[src/rtl/tlb_inv_ctrl.sv]
// tlb_inv_ctrl -- INVTLB sequencer.
//
// This block takes an INVTLB request from the write-back stage. For a legal op
// it reads every TLB entry in turn and clears the E bit of each entry that
// matches. The write-back stage holds the instruction while busy is high and
// releases it on the done pulse.
//
// Ports:
//   clk, reset            clock; synchronous active-high reset
//   req_valid/req_ready   request handshake with WB
//   req_op/asid/va        INVTLB operands, sampled only when the request is accepted
//   busy                  scan or finish in progress; WB stalls
//   done                  one-cycle completion pulse
//   op_err                valid with done; set when op > 6
//   r_index, r_*          combinational TLB read port
//   inv_we, inv_index     clears the E bit of one entry
module tlb_inv_ctrl #(
   parameter int unsigned TLBNUM = 16,
   parameter int unsigned IDX_W  = 4
) (
   input  logic             clk,
   input  logic             reset,
   input  logic             req_valid,
   output logic             req_ready,
   input  logic [4:0]       req_op,
   input  logic [9:0]       req_asid,
   input  logic [31:0]      req_va,
   output logic             busy,
   output logic             done,
   output logic             op_err,
   output logic [IDX_W-1:0] r_index,
   input  logic             r_e,
   input  logic [18:0]      r_vppn,
   input  logic [5:0]       r_ps,
   input  logic [9:0]       r_asid,
   input  logic             r_g,
   output logic             inv_we,
   output logic [IDX_W-1:0] inv_index
);

   typedef enum logic [1:0] {
      S_IDLE = 2'd0,
      S_SCAN = 2'd1,
      S_FIN  = 2'd2
   } state_t;

   state_t           state_q, state_d;
   logic [IDX_W-1:0] cnt_q, cnt_d;
   logic [4:0]       op_q, op_d;
   logic [9:0]       asid_q, asid_d;
   logic [18:0]      va_q, va_d;        // holds va[31:13]
   logic             op_err_q, op_err_d;

   logic             vmatch, amatch, match;

   // The low page-offset bits of the VA do not take part in any match.
   logic             unused_va_lo;
   assign unused_va_lo = ^req_va[12:0];

   always_ff @(posedge clk) begin
      if (reset) begin
         state_q  <= S_IDLE;
         cnt_q    <= '0;
         op_q     <= '0;
         asid_q   <= '0;
         va_q     <= '0;
         op_err_q <= 1'b0;
      end else begin
         state_q  <= state_d;
         cnt_q    <= cnt_d;
         op_q     <= op_d;
         asid_q   <= asid_d;
         va_q     <= va_d;
         op_err_q <= op_err_d;
      end
   end

   always_comb begin
      state_d  = state_q;
      cnt_d    = cnt_q;
      op_d     = op_q;
      asid_d   = asid_q;
      va_d     = va_q;
      op_err_d = op_err_q;
      case (state_q)
         S_IDLE: begin
            if (req_valid) begin
               if (req_op <= 5'd6) begin
                  op_d    = req_op;
                  asid_d  = req_asid;
                  va_d    = req_va[31:13];
                  cnt_d   = '0;
                  state_d = S_SCAN;
               end else begin
                  op_err_d = 1'b1;
                  state_d  = S_FIN;
               end
            end
         end
         S_SCAN: begin
            // IDX_W equals log2(TLBNUM), so the increment wraps to 0 after the last entry.
            cnt_d = cnt_q + 1'b1;
            if (cnt_q == IDX_W'(TLBNUM - 1)) begin
               state_d = S_FIN;
            end
         end
         S_FIN: begin
            op_err_d = 1'b0;
            state_d  = S_IDLE;
         end
         default: begin
            state_d = S_IDLE;
         end
      endcase
   end

   // A 21-bit page compares only VPPN[18:9] against va[31:22].
   always_comb begin
      vmatch = 1'b0;
      if (r_ps == 6'd12) begin
         vmatch = (r_vppn == va_q);
      end else if (r_ps == 6'd21) begin
         vmatch = (r_vppn[18:9] == va_q[18:9]);
      end
   end

   assign amatch = (r_asid == asid_q);

   always_comb begin
      match = 1'b0;
      case (op_q)
         5'd0, 5'd1: match = 1'b1;
         5'd2:       match = r_g;
         5'd3:       match = ~r_g;
         5'd4:       match = ~r_g & amatch;
         5'd5:       match = ~r_g & amatch & vmatch;
         5'd6:       match = (r_g | amatch) & vmatch;
         default:    match = 1'b0;
      endcase
   end

   assign req_ready = (state_q == S_IDLE);
   assign busy      = (state_q == S_SCAN) || (state_q == S_FIN);
   assign done      = (state_q == S_FIN);
   assign op_err    = op_err_q;
   assign r_index   = cnt_q;
   assign inv_index = cnt_q;
   assign inv_we    = (state_q == S_SCAN) & r_e & match;

endmodule

[config.mk]
export PLATFORM = sky130hd
export DESIGN_NAME = tlb_inv_ctrl
export DESIGN_NICKNAME = d
export VERILOG_FILES = /design/src/rtl/tlb_inv_ctrl.sv
export SDC_FILE = /design/constraint.sdc
export NUM_CORES = 1
export LEC_CHECK = 0
export ABC_CLOCK_PERIOD_IN_PS = 1500
export BUFFER_PORTS_ARGS = -buffer_cell sky130_fd_sc_hd__buf_2
export CORE_ASPECT_RATIO = 0.7
export CORE_MARGIN = 2
export CORE_UTILIZATION = 41
export CTS_CLUSTER_DIAMETER = 150
export DETAILED_ROUTE_END_ITERATION = 8
export PLACE_DENSITY = 0.75
export SETUP_SLACK_MARGIN = 0.2
export SLEW_MARGIN = 5
export SYNTH_ARGS = -nofsm -noshare
export SYNTH_HDL_FRONTEND = slang
export SYNTH_SLANG_ARGS = --single-unit
[constraint.sdc]
create_clock -name clk -period 1.5 [get_ports clk]
set_input_delay 0.225 -clock clk [delete_from_list [all_inputs] [get_ports clk]]
set_output_delay 0.225 -clock clk [all_outputs]
set_load 0.02 [all_outputs]
==> out/metrics.yaml <==
run_status: "complete, but fails checks"
failing_checks: "negative setup slack"
r2r.worst_path.cells: 11
critPathCaptureType: "output port"
clock_path_buffers: 2
post_route_cells_drive_above_1_share_pct: 66.1
worst-path-max-fanout: 2
nets: 465
detailedRoute.firstIterationViolations: 128
clock-sinks: 41
grt_remaining_overflow: 0
critPathBufInv: 1
yosys_warning_total: 0
report.final.slew_viol_count: 0
finalHoldWorstSlack_ns: 0.154
number_of_global_route_vias_before_repair: 2043
period_needed_ns: 2.28
num_antenna_cells: 0
detail_route.first_pass.iterations: 4
worst_min_delay_path_class: "primary input to flip-flop"
setup_viol: 39
finalCritPeriodShare_pct: 152
design_power_total_mw: 3.00
worstPathCellList: "xor2_1 -> or4_4 -> nor4b_4 -> o2111ai_2 -> o31ai_4 -> buf_6"
num_io_pins: 100
initial_core_util_pct: 42.8
cts.reportedPaths.clkPinSlew_ns: 0.09
maxSlewHeadroom_pct: 57.1
ys_ff_latch: 41
grt_first_pass_wirelength_um: 9760
drt-wirelength-per-cell_um: 16.9
cp.required_ns: 1.27
num_vias: 2301
finalNonFillerCells: 444
layout_commonest_cell: "buf_2"
port_buffers: 86
globalplace.congestion: 0.780
commonest_cells_after_routing_fill_and_taps_aside: "buf_2 (82), dfxtp_1 (37), nand2_4 (36)"
fp.dieW_um: 88.6
vdd_ir_drop_max_v: 0.000474
power_density_nw_per_um2: 801
area.sequential_um2: 826
clk_latency_ns: 0.30
chipHeight_um: 63.2
drt-vias-per-instance: 5.18
regToRegSetupSlack_ns: -0.18
area_enclosed_by_the_die_boundary_um2: 5610
cts_hold_buf: 0
slowest_stage: "or4_4"
path_delay_family: "simple AND/OR/NAND/NOR gates"
mappedNetlistArea_um2: 2060
dp.final_hpwl_um: 3830
clock_tree.root_cell: "clkbuf_8"
grt_setup_unrepaired: "true"
fin_skew_ns: 0.0115
static_power_due_to_leakage_nw: 1.59
critical_path.startpoint_type: "flip-flop"
critical_path_class: "flip-flop to output port"
filler_cell_count: 324
std_cell_rows: 21
detailed_route_wl_um: 7490
mappedNetlistNets: 349
drc: 0
postSynthCellCount: 258
grt_use_total_pct: 22.8
synth_area_per_cell_um2: 7.97
finalHoldViolations: 0
tritoncts: "done"
maximum_number_of_pins_on_one_net_before_global_route_repair: 20
tightestPinTransition_ns: 0.643
worst-path-stages: 6
route.antenna.remaining_nets: 0
fmax_ghz: 0.439
cap_viol_max_count: 0
antenna_found_initial: 0
design.core.area_um2: 4810
yosysSeqAreaShare_pct: 39.9
synth_cell_types: 36
dpl.cell_count: 414
worstHoldPathCells: 3
critical_path_arrival_ns: 2.05
multiInputGateArea_um2: 1710
inserted_clock_buffers: 5
cts-htree-levels: 2
worst_path_largest_cell_delay_ns: 0.55
area_growth_from_synthesis_to_layout_pct: 82.3
finalWorstSetupSlack_ns: -0.778
synthesized netlist by cell type, drive strengths merged:
cell type	count	share of area, %
o31ai	1	0.37
a21oi	39	9.5
nand4	5	2.3
inv	5	0.91
a31oi	4	1.2
nor3	4	1.2
a311oi	1	0.73
nand2b	2	0.61
nor4b	2	1.2
o2111ai	1	0.43
dfxtp	41	40
o21ai	4	0.97
clkbuf	7	1.3
nand2	70	13
buf	9	2.6
nor4	1	0.30
ha	4	2.4
xnor2	18	7.7
a2111oi	1	0.43
a311o	1	0.49
nor2b	2	0.61
nor2	9	1.9
nor3b	6	2.2
a32oi	1	0.43
a22oi	1	0.37
xor2	12	5.1
nand3	5	1.2
a211oi	1	0.37
or4	1	0.55
timing repair:
action | CTS | global route
buffers inserted | 10 | 5
pin swaps | 14 | 71
cloned | 6 | 1
setup endpoints to repair | 44 | 45
gates resized for setup | 70 | 109
cells by family (layout without fill, tap and decap cells):
logic type      after synthesis  in the layout  share of synthesized area, %
flops                        41             41                          39.9
buf+inv                      21            138                          4.81
fa+ha+maj                     4              4                          2.43
compound gates               55             55                          15.3
xor+xnor                     30             30                          12.8
simple gates                107            107                          24.8
stage by stage:
stage,TNS [ns],worst slack [ns],instance area (um^2),utilization (%)
final,-4.01,-0.778,3750,77.9
after global routing,-7.07,-0.828,3750,77.9
after CTS,-0.956,-0.759,3270,67.9
after detailed placement,-0.467,-0.467,2700,56.2
after global placement,-0.428,-0.428,2700,56.2
after floorplan,-0.230,-0.230,2110,-
final timing paths:
path / endpoint / startpoint
setup reg to reg: state_q[0] / state_q[0]
hold reg to reg: asid_q[5] / asid_q[5]
setup / recovery: inv_we / asid_q[9]
hold / removal: asid_q[5] / req_asid[5]
per-layer routing:
metal | global-route usage [%] | up-vias | share of wire (%)
met5 | 0 | - | 0
met4 | 5.87 | 0 | 2.9
met3 | 5.77 | 18 | 5.5
met2 | 35.4 | 93 | 48
met1 | 31.5 | 1087 | 44
li1 | - | 1103 | -
state kept, by name, indices dropped and copies added (netlist names):
register and count:
inv_index 4, state_q 2, asid_q 10, op_q 5, op_err 1, va_q 19
power by group:
part	total [mW]	switching, mW	internal, mW	leakage (nW)
Sequential	1.16	0.0348	1.13	0.334
Combinational	0.743	0.370	0.373	1.18
Clock	1.10	0.429	0.670	0.0687
Total	3.00	0.834	2.17	1.59
worst register-to-register path, cell delays in order, from the launching register on:
cell and delay, ns:
dfxtp_2 0.34, buf_6 0.11, buf_6 0.11, clkinv_4 0.05
ha_4 0.15, nand2_4 0.07, nor2_4 0.18, buf_6 0.14
buf_6 0.09, buf_12 0.14, a22oi_2 0.08, nor2_1 0.14
final cells by class:
| cell class | instances | area share [%] |
|---|---|---|
| multi-input cells | 196 | 45.6 |
| repair buffers | 125 | 25.7 |
| flip-flops and latches | 41 | 22.0 |
| well taps | 69 | 2.30 |
| clock buffers | 5 | 1.84 |
| clock inverters | 3 | 1.84 |
| inverters | 5 | 0.701 |
(Power assumes the default switching activity.)
